$ cat src/rtl/mem_port_arbiter_if.sv
// Bundles the fetch, data and memory-side signals of the shared memory port.
// The slave modport is the arbiter's view; master is the pipeline/memory side.
interface mem_port_arbiter_if #(
  parameter int unsigned ADDR_W = 32,
  parameter int unsigned DATA_W = 32
);
  localparam int unsigned BE_W = DATA_W / 8;

  logic              if_req;
  logic [ADDR_W-1:0] if_addr;
  logic              if_gnt;
  logic              if_rvalid;
  logic [DATA_W-1:0] if_rdata;

  logic              d_req;
  logic              d_we;
  logic [BE_W-1:0]   d_be;
  logic [ADDR_W-1:0] d_addr;
  logic [DATA_W-1:0] d_wdata;
  logic              d_gnt;
  logic              d_rvalid;
  logic [DATA_W-1:0] d_rdata;

  logic              mem_req;
  logic              mem_we;
  logic [BE_W-1:0]   mem_be;
  logic [ADDR_W-1:0] mem_addr;
  logic [DATA_W-1:0] mem_wdata;
  logic              mem_gnt;
  logic              mem_rvalid;
  logic [DATA_W-1:0] mem_rdata;

  logic              busy;

  modport slave (
    input  if_req, if_addr, d_req, d_we, d_be, d_addr, d_wdata,
           mem_gnt, mem_rvalid, mem_rdata,
    output if_gnt, if_rvalid, if_rdata, d_gnt, d_rvalid, d_rdata,
           mem_req, mem_we, mem_be, mem_addr, mem_wdata, busy
  );

  modport master (
    output if_req, if_addr, d_req, d_we, d_be, d_addr, d_wdata,
           mem_gnt, mem_rvalid, mem_rdata,
    input  if_gnt, if_rvalid, if_rdata, d_gnt, d_rvalid, d_rdata,
           mem_req, mem_we, mem_be, mem_addr, mem_wdata, busy
  );
endinterface

$ cat src/rtl/mem_port_arbiter.sv
// Shares one memory port between instruction fetch and load/store, one transaction
// in flight; data has priority, bounded by a streak counter so fetch cannot starve.
module mem_port_arbiter #(
  parameter int unsigned ADDR_W       = 32,
  parameter int unsigned DATA_W       = 32,
  parameter int unsigned MAX_D_STREAK = 4
) (
  input logic               clock,
  input logic               reset,
  mem_port_arbiter_if.slave bus
);
  localparam int unsigned BE_W     = DATA_W / 8;
  localparam int unsigned STREAK_W = $clog2(MAX_D_STREAK + 1);

  localparam logic [1:0] IDLE = 2'd0;
  localparam logic [1:0] REQ  = 2'd1;
  localparam logic [1:0] RESP = 2'd2;

  typedef struct packed {
    logic              we;
    logic [BE_W-1:0]   be;
    logic [ADDR_W-1:0] addr;
    logic [DATA_W-1:0] wdata;
  } mreq_t;

  logic [1:0]          state, state_nx;
  logic                owner_d, owner_d_nx;
  logic [STREAK_W-1:0] streak, streak_nx;
  mreq_t               mreq, mreq_nx;
  logic                mem_req_q, mem_req_nx;
  logic                if_gnt_q, if_gnt_nx;
  logic                d_gnt_q, d_gnt_nx;
  logic                if_rvalid_q, if_rvalid_nx;
  logic                d_rvalid_q, d_rvalid_nx;
  logic [DATA_W-1:0]   if_rdata_q, if_rdata_nx;
  logic [DATA_W-1:0]   d_rdata_q, d_rdata_nx;
  logic                busy_q, busy_nx;
  logic                pick_d;
  logic                deliver;

  // Next-state, arbitration and registered-output logic
  always_comb begin
    state_nx     = state;
    owner_d_nx   = owner_d;
    streak_nx    = streak;
    mreq_nx      = mreq;
    mem_req_nx   = mem_req_q;
    if_gnt_nx    = 1'b0;
    d_gnt_nx     = 1'b0;
    if_rvalid_nx = 1'b0;
    d_rvalid_nx  = 1'b0;
    if_rdata_nx  = if_rdata_q;
    d_rdata_nx   = d_rdata_q;
    deliver      = 1'b0;
    pick_d       = bus.d_req && !(bus.if_req && (streak == STREAK_W'(MAX_D_STREAK)));

    case (state)
      IDLE: begin
        if (bus.if_req || bus.d_req) begin
          state_nx   = REQ;
          mem_req_nx = 1'b1;
          owner_d_nx = pick_d;
          if (pick_d) begin
            d_gnt_nx      = 1'b1;
            mreq_nx.we    = bus.d_we;
            mreq_nx.be    = bus.d_be;
            mreq_nx.addr  = bus.d_addr;
            mreq_nx.wdata = bus.d_wdata;
            // Streak only counts data grants that made a waiting fetch wait longer
            if (!bus.if_req) begin
              streak_nx = '0;
            end else if (streak != STREAK_W'(MAX_D_STREAK)) begin
              streak_nx = streak + STREAK_W'(1);
            end
          end else begin
            if_gnt_nx     = 1'b1;
            mreq_nx.we    = 1'b0;
            mreq_nx.be    = '0;
            mreq_nx.addr  = bus.if_addr;
            mreq_nx.wdata = '0;
            streak_nx     = '0;
          end
        end
      end
      REQ: begin
        if (bus.mem_gnt) begin
          mem_req_nx = 1'b0;
          if (bus.mem_rvalid) begin
            deliver  = 1'b1;
            state_nx = IDLE;
          end else begin
            state_nx = RESP;
          end
        end
      end
      RESP: begin
        if (bus.mem_rvalid) begin
          deliver  = 1'b1;
          state_nx = IDLE;
        end
      end
      default: begin
        state_nx   = IDLE;
        mem_req_nx = 1'b0;
      end
    endcase

    if (deliver) begin
      if (owner_d) begin
        d_rvalid_nx = 1'b1;
        d_rdata_nx  = bus.mem_rdata;
      end else begin
        if_rvalid_nx = 1'b1;
        if_rdata_nx  = bus.mem_rdata;
      end
    end

    busy_nx = (state_nx != IDLE);
  end

  // State and output registers
  always_ff @(posedge clock or posedge reset) begin
    if (reset) begin
      state       <= IDLE;
      owner_d     <= 1'b0;
      streak      <= '0;
      mreq        <= '0;
      mem_req_q   <= 1'b0;
      if_gnt_q    <= 1'b0;
      d_gnt_q     <= 1'b0;
      if_rvalid_q <= 1'b0;
      d_rvalid_q  <= 1'b0;
      if_rdata_q  <= '0;
      d_rdata_q   <= '0;
      busy_q      <= 1'b0;
    end else begin
      state       <= state_nx;
      owner_d     <= owner_d_nx;
      streak      <= streak_nx;
      mreq        <= mreq_nx;
      mem_req_q   <= mem_req_nx;
      if_gnt_q    <= if_gnt_nx;
      d_gnt_q     <= d_gnt_nx;
      if_rvalid_q <= if_rvalid_nx;
      d_rvalid_q  <= d_rvalid_nx;
      if_rdata_q  <= if_rdata_nx;
      d_rdata_q   <= d_rdata_nx;
      busy_q      <= busy_nx;
    end
  end

  assign bus.if_gnt    = if_gnt_q;
  assign bus.if_rvalid = if_rvalid_q;
  assign bus.if_rdata  = if_rdata_q;
  assign bus.d_gnt     = d_gnt_q;
  assign bus.d_rvalid  = d_rvalid_q;
  assign bus.d_rdata   = d_rdata_q;
  assign bus.mem_req   = mem_req_q;
  assign bus.mem_we    = mreq.we;
  assign bus.mem_be    = mreq.be;
  assign bus.mem_addr  = mreq.addr;
  assign bus.mem_wdata = mreq.wdata;
  assign bus.busy      = busy_q;
endmodule

$ cat src/flat_wrapper.sv
// flat-port wrapper written by rule: the top's interface ports become plain ports
module mem_port_arbiter_flat 
#(
  parameter int unsigned ADDR_W       = 32,
  parameter int unsigned DATA_W       = 32,
  parameter int unsigned MAX_D_STREAK = 4
)
  (clock, reset, bus_if_req, bus_if_addr, bus_d_req, bus_d_we, bus_d_be, bus_d_addr, bus_d_wdata, bus_mem_gnt, bus_mem_rvalid, bus_mem_rdata, bus_if_gnt, bus_if_rvalid, bus_if_rdata, bus_d_gnt, bus_d_rvalid, bus_d_rdata, bus_mem_req, bus_mem_we, bus_mem_be, bus_mem_addr, bus_mem_wdata, bus_busy);
  mem_port_arbiter_if #(.ADDR_W(ADDR_W), .DATA_W(DATA_W)) bus_i ();
  input logic clock;
  input logic reset;
  input wire logic [$bits(bus_i.if_req)-1:0] bus_if_req;
  input wire logic [$bits(bus_i.if_addr)-1:0] bus_if_addr;
  input wire logic [$bits(bus_i.d_req)-1:0] bus_d_req;
  input wire logic [$bits(bus_i.d_we)-1:0] bus_d_we;
  input wire logic [$bits(bus_i.d_be)-1:0] bus_d_be;
  input wire logic [$bits(bus_i.d_addr)-1:0] bus_d_addr;
  input wire logic [$bits(bus_i.d_wdata)-1:0] bus_d_wdata;
  input wire logic [$bits(bus_i.mem_gnt)-1:0] bus_mem_gnt;
  input wire logic [$bits(bus_i.mem_rvalid)-1:0] bus_mem_rvalid;
  input wire logic [$bits(bus_i.mem_rdata)-1:0] bus_mem_rdata;
  output wire logic [$bits(bus_i.if_gnt)-1:0] bus_if_gnt;
  output wire logic [$bits(bus_i.if_rvalid)-1:0] bus_if_rvalid;
  output wire logic [$bits(bus_i.if_rdata)-1:0] bus_if_rdata;
  output wire logic [$bits(bus_i.d_gnt)-1:0] bus_d_gnt;
  output wire logic [$bits(bus_i.d_rvalid)-1:0] bus_d_rvalid;
  output wire logic [$bits(bus_i.d_rdata)-1:0] bus_d_rdata;
  output wire logic [$bits(bus_i.mem_req)-1:0] bus_mem_req;
  output wire logic [$bits(bus_i.mem_we)-1:0] bus_mem_we;
  output wire logic [$bits(bus_i.mem_be)-1:0] bus_mem_be;
  output wire logic [$bits(bus_i.mem_addr)-1:0] bus_mem_addr;
  output wire logic [$bits(bus_i.mem_wdata)-1:0] bus_mem_wdata;
  output wire logic [$bits(bus_i.busy)-1:0] bus_busy;
  assign bus_i.if_req = bus_if_req;
  assign bus_i.if_addr = bus_if_addr;
  assign bus_i.d_req = bus_d_req;
  assign bus_i.d_we = bus_d_we;
  assign bus_i.d_be = bus_d_be;
  assign bus_i.d_addr = bus_d_addr;
  assign bus_i.d_wdata = bus_d_wdata;
  assign bus_i.mem_gnt = bus_mem_gnt;
  assign bus_i.mem_rvalid = bus_mem_rvalid;
  assign bus_i.mem_rdata = bus_mem_rdata;
  assign bus_if_gnt = bus_i.if_gnt;
  assign bus_if_rvalid = bus_i.if_rvalid;
  assign bus_if_rdata = bus_i.if_rdata;
  assign bus_d_gnt = bus_i.d_gnt;
  assign bus_d_rvalid = bus_i.d_rvalid;
  assign bus_d_rdata = bus_i.d_rdata;
  assign bus_mem_req = bus_i.mem_req;
  assign bus_mem_we = bus_i.mem_we;
  assign bus_mem_be = bus_i.mem_be;
  assign bus_mem_addr = bus_i.mem_addr;
  assign bus_mem_wdata = bus_i.mem_wdata;
  assign bus_busy = bus_i.busy;
  mem_port_arbiter #(.ADDR_W(ADDR_W), .DATA_W(DATA_W), .MAX_D_STREAK(MAX_D_STREAK)) u_core (.clock(clock), .reset(reset), .bus(bus_i));
endmodule
$ cat config.mk
export PLATFORM = sky130hd
export DESIGN_NAME = mem_port_arbiter_flat
export DESIGN_NICKNAME = d
export VERILOG_FILES = /design/src/rtl/mem_port_arbiter_if.sv /design/src/rtl/mem_port_arbiter.sv /design/src/flat_wrapper.sv
export SDC_FILE = /design/constraint.sdc
export NUM_CORES = 1
export LEC_CHECK = 0
export ABC_CLOCK_PERIOD_IN_PS = 6900
export BUFFER_PORTS_ARGS = -buffer_cell sky130_fd_sc_hd__buf_2
export CAP_MARGIN = 5
export CORE_MARGIN = 3
export CORE_UTILIZATION = 35
export DETAILED_ROUTE_END_ITERATION = 8
export SETUP_SLACK_MARGIN = 0.2
export SYNTH_ARGS = -nofsm -noshare
export SYNTH_HDL_FRONTEND = slang
export SYNTH_SLANG_ARGS = --single-unit
export TNS_END_PERCENT = 20
$ cat constraint.sdc
create_clock -name clock -period 6.9 [get_ports clock]
set_input_delay 0.345 -clock clock [delete_from_list [all_inputs] [get_ports clock]]
set_output_delay 0.345 -clock clock [all_outputs]
set_load 0.1 [all_outputs]
==> reports/results.tsv, run 1 <==
stage	metric	value	unit
floorplan	die_h	136	um
clock_tree	clk_pin_slew_worst_paths	60	ps
setup_path	critPathMaxFanout	35	
global_routing	grt_overflow_total	0	
logic_synthesis	synth_ff_type	dfrtp_1	
logic_synthesis	synth_fp_nets	609	
setup_path	path_class	reg -> reg	
global_routing	antenna_found_initial	0	
logic_synthesis	yosysTopAreaCellShare	61.2	%
logic_synthesis	ys_ff_latch	145	
global_routing	grt_pass1_vias	4945	
setup_path	critPathRequiredTime	7150	ps
routing	wl	16300	um
clock_tree	cts_resized	0	
finish	layout_commonest_cell	buf_2	
floorplan	start_util	36.5	%
finish	multi_input_area	2070	um^2
clock_tree	cts_sinks	145	
floorplan	die_area	18500	um^2
global_routing	grt_max_degree	77	
setup_path	slowest_stage	and2_1	
worst_hold_path	min_path_type	in -> async	
logic_synthesis	synth_area	5930	um^2
finish	layout_common_cells	buf_2 (277), dfrtp_1 (145), nand2_1 (74)	
placement	portBuffers	277	
status	status	finished, final reports clean	
routing	firstDrtPassIters	4	
floorplan	fp.dieW	136	um
logic_synthesis	async_flop_share	100	%
routing	wire_per_inst	17.0	um
timing	rsz0062_at_grt	false	
job	max_cap_viol_count	0	
timing	fin_ws	4300	ps
clock_tree	clock_latency	420	ps
timing	tns	0	ps
timing	maxSlewViolCount	0	
clock_tree	clockBufferDepth	2	
logic_synthesis	yosysWarnings	0	
routing	postRouteAntennaNets	0	
routing	drc	0	
clock_tree	ctsHoldBuffers	0	
logic_synthesis	synth_edf_count	0	
placement	routabilityCongestion	0.779	
placement	hpwl	11600	um
placement	place_ws	4260	ps
finish	syn_to_final_growth	36.3	%
setup_path	max_stage_delay	1050	ps
logic_synthesis	synth.distinct_cells	35	
logic_synthesis	syn_avg_cell_area	12.8	um^2
clock_tree	cts_tree	yes	
clock_tree	post-cts-setup-buffer-count	0	
timing	setup_viol	0	
routing	via_per_inst	5.00	
finish	antenna_cells	0	
floorplan	io_pins	278	
routing	via_count	4787	
logic_synthesis	synthTopCellsByArea	dfrtp_1 (61%), mux2_2 (12%), a22o_1 (5.0%)	
timing	hold_viol	0	
timing	finalCritPeriodShare	37.7	%
routing	drtIter0Drc	162	
finish	final_nets	875	
floorplan	num_rows	46	
logic_synthesis	yosysSeqAreaShare	61.2	%
timing	worst_pin_slew	1240	ps
clock_tree	cts_htree_levels	4	
logic_synthesis	synthCells	463	
floorplan	core_area	16200	um^2
finish	fill_cells	1490	
global_routing	grt_util_all_layers	17.5	%
finish	drive_above_1_share	51.6	%
setup_path	cp-end-kind	register	
setup_path	startpoint_type	register	
timing	finClkSkew	7.93	ps
setup_path	arrival	2850	ps
timing	period_minus_slack	2600	ps
global_routing	grt_pass1_wl	25300	um
logic_synthesis	synth_largest_area_cell	dfrtp_1	
setup_path	worstPathCellList	inv_1 > ha_1 > nand3_2 > and2_1 > o211ai_1	
clock_tree	cts_buffers	17	
finish	register_area	3630	um^2
clock_tree	clock_tree.root_cell	clkbuf_16	
timing	timing.fmax	0.384	GHz
timing	relSlewSlack	17.3	%
through the flow:
stage | std cells | util (%) | hold slack (ps) | cell area [um^2]
2_1_floorplan | 463 | - | 478 | 5930
3_3_place_gp | 926 | 45.8 | 462 | 7430
3_5_place_dp | 926 | 45.8 | 467 | 7430
4_1_cts | 958 | 49.8 | 17.5 | 8090
5_1_grt | 958 | 49.8 | 43.6 | 8090
6_report | 958 | 49.8 | 2.79 | 8090
layer usage:
layer  global-route usage, %  up-vias  part of all wire (%)
li1                        -     2217                     -
met1                    21.4     2303                    41
met2                    28.3      243                    46
met3                    6.59       24                    10
met4                    6.61        0                   2.1
met5                       0        -                     0
sequential cells by signal (all words and copies together), names as in the netlist, 2 cells and up:
signal and cells:
u_core.bus.mem_addr 32, u_core.bus.if_rdata 32, u_core.bus.mem_wdata 32, u_core.streak 3, u_core.state 2, u_core.bus.d_rdata 32
u_core.bus.mem_be 4
final cells by class:
class / count / share of cell area, %
sequential: 145 / 44.9
inverter: 6 / 0.340
multi-input combinational: 275 / 25.6
clock inverter: 14 / 2.80
timing repair buffer: 284 / 17.8
tap: 216 / 3.34
clock buffer: 18 / 5.31
synthesized netlist by cell type (all sizes together) (4+ instances only):
library cell,instances
o211ai,33
buf,24
dfrtp,145
a22o,34
inv,6
nand4,32
ha,7
mux2,64
nand2,74
o21ai,5
clkbuf,13
nor2,4
critical path: cells and delay by family, from the launching register on:
kind / cells / cell delay [ps]
AO/OA/AOI/OAI: 1 / 230
adder cells (fa/ha/maj): 1 / 230
buffers and inverters: 1 / 70
flip-flops: 1 / 350
AND/OR/NAND/NOR: 2 / 1520
path summary, 6_finish.rpt:
path                                                        from                                    to  slack (ps)  cells after the start
worst max-delay path                u_core.streak[0]$_DFFE_PP0P_   u_core.bus.mem_addr[20]$_DFFE_PP0P_        4300                      5
worst min-delay path                                       reset    u_core.bus.d_rdata[30]$_DFFE_PP0P_           3                      2
worst max register to register      u_core.streak[0]$_DFFE_PP0P_   u_core.bus.mem_addr[20]$_DFFE_PP0P_        4300                      5
worst min register to register  u_core.bus.mem_be[2]$_DFFE_PP0P_      u_core.bus.mem_be[2]$_DFFE_PP0P_         480                      2
max in group asynchronous                                  reset           u_core.bus.if_gnt$_DFF_PP0_        5460                      3
min in group clock                               bus_d_wdata[21]  u_core.bus.mem_wdata[21]$_DFFE_PP0P_         140                      2
cell families after synthesis:
| family | synth area share, % |
|---|---|
| buf+inv | 4.11 |
| flops | 61.2 |
| fa+ha+maj | 1.48 |
| compound gates | 11.1 |
| mux | 12.1 |
| simple gates | 9.98 |
Power of run 1 is not shown: default switching activity piles up to over one toggle a cycle in this logic, so the estimate is an artifact.
==> run 2: changes to the inputs <==
--- a/config.mk
+++ b/config.mk
@@ -5,7 +5,8 @@
 export SDC_FILE = /design/constraint.sdc
 export NUM_CORES = 1
 export LEC_CHECK = 0
-export ABC_CLOCK_PERIOD_IN_PS = 6900
+export ABC_AREA = 1
+export ABC_CLOCK_PERIOD_IN_PS = 2600
 export BUFFER_PORTS_ARGS = -buffer_cell sky130_fd_sc_hd__buf_2
 export CAP_MARGIN = 5
 export CORE_MARGIN = 3
==> constraint.sdc (replaced) <==
create_clock -name clock -period 2.6 [get_ports clock]
set_input_delay 0.13 -clock clock [delete_from_list [all_inputs] [get_ports clock]]
set_output_delay 0.13 -clock clock [all_outputs]
set_load 0.1 [all_outputs]
==> reports/results.tsv, run 2 <==
stage	metric	value	unit
setup_path	cp-startpoint	u_core.streak[0]$_DFFE_PP0P_	
logic_synthesis	syn_avg_cell_area	8.30	um^2
clock_tree	cts_sinks	145	
worst_hold_path	hp-start	bus_if_addr[14]	
floorplan	fp.dieW	139	um
status	status	finished, final reports clean	
setup_path	critPathRequiredTime	2910	ps
timing	setup_viol	0	
setup_path	startpoint_type	register	
setup_path	critPathMaxFanout	36	
placement	hpwl	12900	um
worst_hold_path	min_path_cells	5	
floorplan	die_h	139	um
setup_path	max_stage_delay	660	ps
setup_path	crit_top_cell	nand2_1	
timing	relSlewSlack	31.8	%
global_routing	grt_pass1_wl	32100	um
setup_path	arrival	2330	ps
routing	via_count	5987	
routing	firstDrtPassIters	5	
floorplan	core_area	16900	um^2
logic_synthesis	synthCells	745	
finish	syn_to_final_growth	49.1	%
timing	worst_pin_slew	1020	ps
floorplan	start_util	36.5	%
floorplan	num_rows	47	
setup_path	cp.depth	7	
logic_synthesis	yosys-top-cells-count	nand2_1 (415), dfrtp_1 (145), inv_1 (47), nand3_1 (45), nand3b_1 (31)	
placement	placed_area	7800	um^2
logic_synthesis	yosysTopAreaCellShare	58.7	%
setup_path	cp-end-kind	register	
logic_synthesis	yosys.cell_count.top_type	nand2_1	
worst_hold_path	min_path_type	in -> reg	
logic_synthesis	synth.distinct_cells	20	
logic_synthesis	async_flop_share	100	%
logic_synthesis	synth_largest_area_cell	dfrtp_1	
job	max_cap_viol_count	0	
global_routing	grt_max_degree	42	
logic_synthesis	yosysSeqAreaShare	58.7	%
finish	layout_common_cells	nand2_1 (415), buf_2 (277), dfrtp_1 (145)	
routing	wl	19300	um
finish	stdcell_area	9220	um^2
routing	wire_per_inst	14.5	um
floorplan	io_pins	278	
clock_tree	cts_htree_levels	4	
timing	maxSlewViolCount	0	
clock_tree	cts_tree	yes	
floorplan	die_area	19300	um^2
timing	rsz0062_at_grt	false	
timing	finalCritPeriodShare	77.6	%
timing	tns	0	ps
setup_path	worstPathBufferInverterCount	1	
timing	timing.fmax	0.496	GHz
logic_synthesis	ys_ff_latch	145	
logic_synthesis	synth_edf_count	0	
global_routing	antenna_found_initial	0	
logic_synthesis	synth_ff_type	dfrtp_1	
setup_path	reg2reg_depth	7	
clock_tree	post-cts-setup-buffer-count	0	
clock_tree	clk_pin_slew_worst_paths	70	ps
setup_path	worstReg2RegStart	u_core.streak[0]$_DFFE_PP0P_	
finish	antenna_cells	0	
finish	layout_commonest_cell	nand2_1	
global_routing	grt_util_all_layers	20.3	%
logic_synthesis	synth_area	6180	um^2
timing	period_minus_slack	2020	ps
timing	finClkSkew	8.85	ps
setup_path	crit_family	simple AND/OR/NAND/NOR gates	
clock_tree	cts_buffers	17	
clock_tree	clock_tree.root_cell	clkbuf_16	
timing	hold_viol	0	
setup_path	worstPathCellList	inv_1 > ha_1 > nand3_2 > nand2_2 > nand2_1 > nand3_1 > nand2_1	
setup_path	slowest_stage	nand2_2	
placement	portBuffers	277	
routing	postRouteAntennaNets	0	
global_routing	grt_pass1_vias	6111	
placement	routabilityCongestion	0.789	
global_routing	grt_overflow_total	0	
clock_tree	clockBufferDepth	2	
routing	drc	0	
logic_synthesis	synth_fp_nets	891	
clock_tree	clock_latency	420	ps
finish	final_nets	1243	
finish	drive_above_1_share	29.5	%
routing	via_per_inst	4.50	
logic_synthesis	yosysWarnings	0	
routing	drtIter0Drc	308	
setup_path	path_class	reg -> reg	
logic_synthesis	synthTopCellsByArea	dfrtp_1 (59%), nand2_1 (25%), nand3b_1 (3.8%)	
## run 2: cell types whose count changed in the layout (fill, tap and decap cells not counted), moves of 4 or more
cell and change:
a22o_1 -34, buf_12 +4, bufinv_16 -4, dlygate4sd3_1 +83, inv_1 +41, inv_2 +4
mux2_2 -61, nand2_1 +341, nand3_1 +45, nand3b_1 +31, nand4_1 -31, o211ai_1 -33
o21ai_1 +4
## run 2: worst register-to-register path: stages (launching register included)
cell	delay, ps
dfrtp_1	390
inv_1	80
ha_1	160
nand3_2	300
nand2_2	660
nand2_1	150
nand3_1	110
nand2_1	50
## run 2: metal layers
metal	track usage, %	up-vias	share of wire, %
met5	0	-	0
met4	7.00	0	2.1
met3	5.28	31	6.6
met2	33.4	227	48
met1	26.3	2760	43
li1	-	2969	-
## run 2: area by class of cell
class	instances	area, um^2
Clock buffer	18	439
Fill cell	1541	7720
Multi-Input combinational cell	512	2190
Inverter	51	195
Timing Repair Buffer	370	2340
Tap cell	220	275
Sequential cell	145	3630
Clock inverter	14	146
## run 2: stage by stage
stage | worst slack (ps) | hold WS [ps] | instances | util [%]
finish | 582 | 17.9 | 1330 | 54.4
floorplan | 651 | 240 | 745 | -
CTS | 564 | 0.570 | 1330 | 54.4
detailed placement | 616 | 328 | 1215 | 46.1
global route | 391 | 22.9 | 1330 | 54.4
global placement | 673 | 325 | 1215 | 46.1
## run 2: worst paths after layout
path	end	slack [ps]
worst max-delay path	u_core.bus.mem_addr[16]$_DFFE_PP0P_	580
worst min register to register	u_core.bus.mem_wdata[4]$_DFFE_PP0P_	470
min in group asynchronous	u_core.bus.if_rdata[12]$_DFFE_PP0P_	400
worst max register to register	u_core.bus.mem_addr[16]$_DFFE_PP0P_	580
max in group asynchronous	u_core.bus.d_rdata[0]$_DFFE_PP0P_	1430
worst min-delay path	u_core.bus.mem_addr[14]$_DFFE_PP0P_	20
## run 2: logic make-up (layout without fill, tap and decap cells)
| logic type | count (synthesis) | after routing | share of synthesized area, % |
|---|---|---|---|
| AO/OA/AOI/OAI | 8 | 8 | 0.728 |
| adder cells (fa/ha/maj) | 7 | 7 | 1.42 |
| buffers and inverters | 88 | 453 | 6.01 |
| flip-flops | 145 | 145 | 58.7 |
| AND/OR/NAND/NOR | 497 | 497 | 33.2 |
## run 2: repair_timing
action,CTS,global route
hold buffers,83,0
hold endpoints to repair,141,0
gates resized for setup,0,0
Power of run 2 is left out for the same reason.
==> run 3: changes to the inputs <==
--- a/config.mk
+++ b/config.mk
@@ -6,7 +6,7 @@
 export NUM_CORES = 1
 export LEC_CHECK = 0
 export ABC_AREA = 1
-export ABC_CLOCK_PERIOD_IN_PS = 2600
+export ABC_CLOCK_PERIOD_IN_PS = 1750
 export BUFFER_PORTS_ARGS = -buffer_cell sky130_fd_sc_hd__buf_2
 export CAP_MARGIN = 5
 export CORE_MARGIN = 3
==> constraint.sdc (replaced) <==
create_clock -name clock -period 1.75 [get_ports clock]
set_input_delay 0.0875 -clock clock [delete_from_list [all_inputs] [get_ports clock]]
set_output_delay 0.0875 -clock clock [all_outputs]
set_load 0.1 [all_outputs]
==> reports/results.tsv, run 3 (synthesis results as in run 2) <==
stage	metric	value	unit
timing	period_minus_slack	1520	ps
placement	routabilityCongestion	0.790	
global_routing	grt_overflow_total	0	
timing	setup_viol	0	
finish	final_nets	1308	
worst_hold_path	hp-start	bus_d_addr[25]	
finish	syn_to_final_growth	64.5	%
global_routing	grt_max_degree	50	
floorplan	die_h	139	um
clock_tree	clk_pin_slew_worst_paths	60	ps
setup_path	critPathMaxFanout	8	
setup_path	critPathRequiredTime	2050	ps
timing	worst_pin_slew	526	ps
setup_path	crit_top_cell	nand2_1	
finish	layout_common_cells	nand2_1 (396), buf_2 (277), dfrtp_1 (145)	
global_routing	grt_pass1_wl	34000	um
job	max_cap_viol_count	0	
global_routing	grt_pass1_vias	6506	
placement	placed_area	7910	um^2
timing	finClkSkew	11.6	ps
placement	placedCellCount	1224	
routing	via_per_inst	4.57	
timing	hold_viol	0	
setup_path	max_stage_delay	370	ps
clock_tree	cts_htree_levels	4	
setup_path	cp-startpoint	u_core.state[1]$_DFF_PP0_	
floorplan	fp.dieW	139	um
routing	drtIter0Drc	219	
finish	antenna_cells	0	
routing	via_count	6379	
routing	wl	21300	um
floorplan	start_util	36.5	%
routing	drc	0	
placement	portBuffers	277	
setup_path	cp-end-kind	register	
status	status	finished, final reports clean	
routing	postRouteAntennaNets	0	
finish	layout_commonest_cell	nand2_1	
finish	stdcell_area	10200	um^2
setup_path	startpoint_type	register	
timing	timing.hold.ws	20.5	ps
setup_path	slowest_stage	dfrtp_1	
finish	finalNonFillerCells	1395	
clock_tree	clock_tree.root_cell	clkbuf_16	
timing	timing.fmax	0.657	GHz
clock_tree	clockBufferDepth	2	
timing	rsz0062_at_grt	true	
clock_tree	cts_tree	yes	
setup_path	worstPathCellList	inv_2 > ha_4 > nand2_1 > inv_2 > nand3_4 > buf_12 > clkbuf_16 > nand2_1 > nand2_1	
global_routing	antenna_found_initial	0	
worst_hold_path	min_path_type	in -> reg	
placement	hpwl	12700	um
timing	relSlewSlack	65.2	%
setup_path	arrival	1820	ps
floorplan	core_area	16900	um^2
finish	final_core_util	60.1	%
timing	finalCritPeriodShare	87.0	%
routing	wire_per_inst	15.3	um
global_routing	grt_util_all_layers	21.7	%
routing	firstDrtPassIters	5	
setup_path	path_class	reg -> reg	
finish	drive_above_1_share	32.3	%
floorplan	die_area	19300	um^2
clock_tree	cts_buffers	17	
floorplan	io_pins	278	
clock_tree	clock_latency	420	ps
floorplan	num_rows	47	
setup_path	worstReg2RegStart	u_core.state[1]$_DFF_PP0_	
clock_tree	cts_sinks	145	
timing	maxSlewViolCount	0	
[run 3: cell types whose count changed in the layout (fill, tap and decap cells not counted), sizes merged]
| cell | before | now |
|---|---|---|
| bufinv | 1 | 3 |
| bufbuf | 0 | 1 |
| buf | 287 | 306 |
| clkinvlp | 5 | 3 |
| dlygate4sd3 | 83 | 124 |
| inv | 57 | 56 |
| clkinv | 2 | 3 |
| clkbuf | 18 | 22 |
[run 3: per-stage QoR]
| step | worst slack [ps] | TNS (ps) |
|---|---|---|
| 3_3_place_gp | 36.7 | 0 |
| 5_1_grt | 163 | 0 |
| 2_1_floorplan | -157 | -22700 |
| 6_report | 228 | 0 |
| 3_5_place_dp | -12.0 | -21.0 |
| 4_1_cts | 218 | 0 |
[run 3: routing by layer]
metal / part of all wire, % / GRT usage [%] / vias to the layer above
met3: 7.1 / 5.97 / 55
li1: - / - / 3111
met1: 40 / 27.0 / 2944
met5: 0 / 0 / -
met2: 49 / 35.8 / 269
met4: 3.6 / 9.11 / 0
[run 3: path summary, 6_finish.rpt]
kind	end	slack [ps]	cells past startpoint
worst max-delay path	u_core.bus.d_rdata[25]$_DFFE_PP0P_	230	9
max in group asynchronous	u_core.bus.if_rdata[6]$_DFFE_PP0P_	830	4
min in group asynchronous	u_core.bus.if_rdata[22]$_DFFE_PP0P_	250	3
worst max register to register	u_core.bus.d_rdata[25]$_DFFE_PP0P_	230	9
worst min register to register	u_core.bus.mem_addr[4]$_DFFE_PP0P_	470	2
worst min-delay path	u_core.bus.mem_addr[25]$_DFFE_PP0P_	20	4
[run 3: worst max-delay path, delay by kind of cell (launching register included)]
family | cells | cell delay [ps]
fa+ha+maj | 1 | 260
buf+inv | 4 | 520
flops | 1 | 370
simple gates | 4 | 240
[run 3: final cells by class]
cell class	instances	area (um^2)
timing repair inverter	2	20.0
fill	1449	6770
inverter	51	238
multi-input combinational	512	2330
clock buffer	20	467
tap	220	275
timing repair buffer	433	3060
clock inverter	12	145
sequential	145	3630
[run 3: what timing repair did]
action	4_1_cts	5_1_grt
gates cloned	4	2
setup endpoints to repair	139	86
resized for setup	25	28
pin swaps	1	6
hold endpoints to repair	147	0
hold buffers	124	0
setup buffers	2	7
Power of run 3 is left out for the same reason.
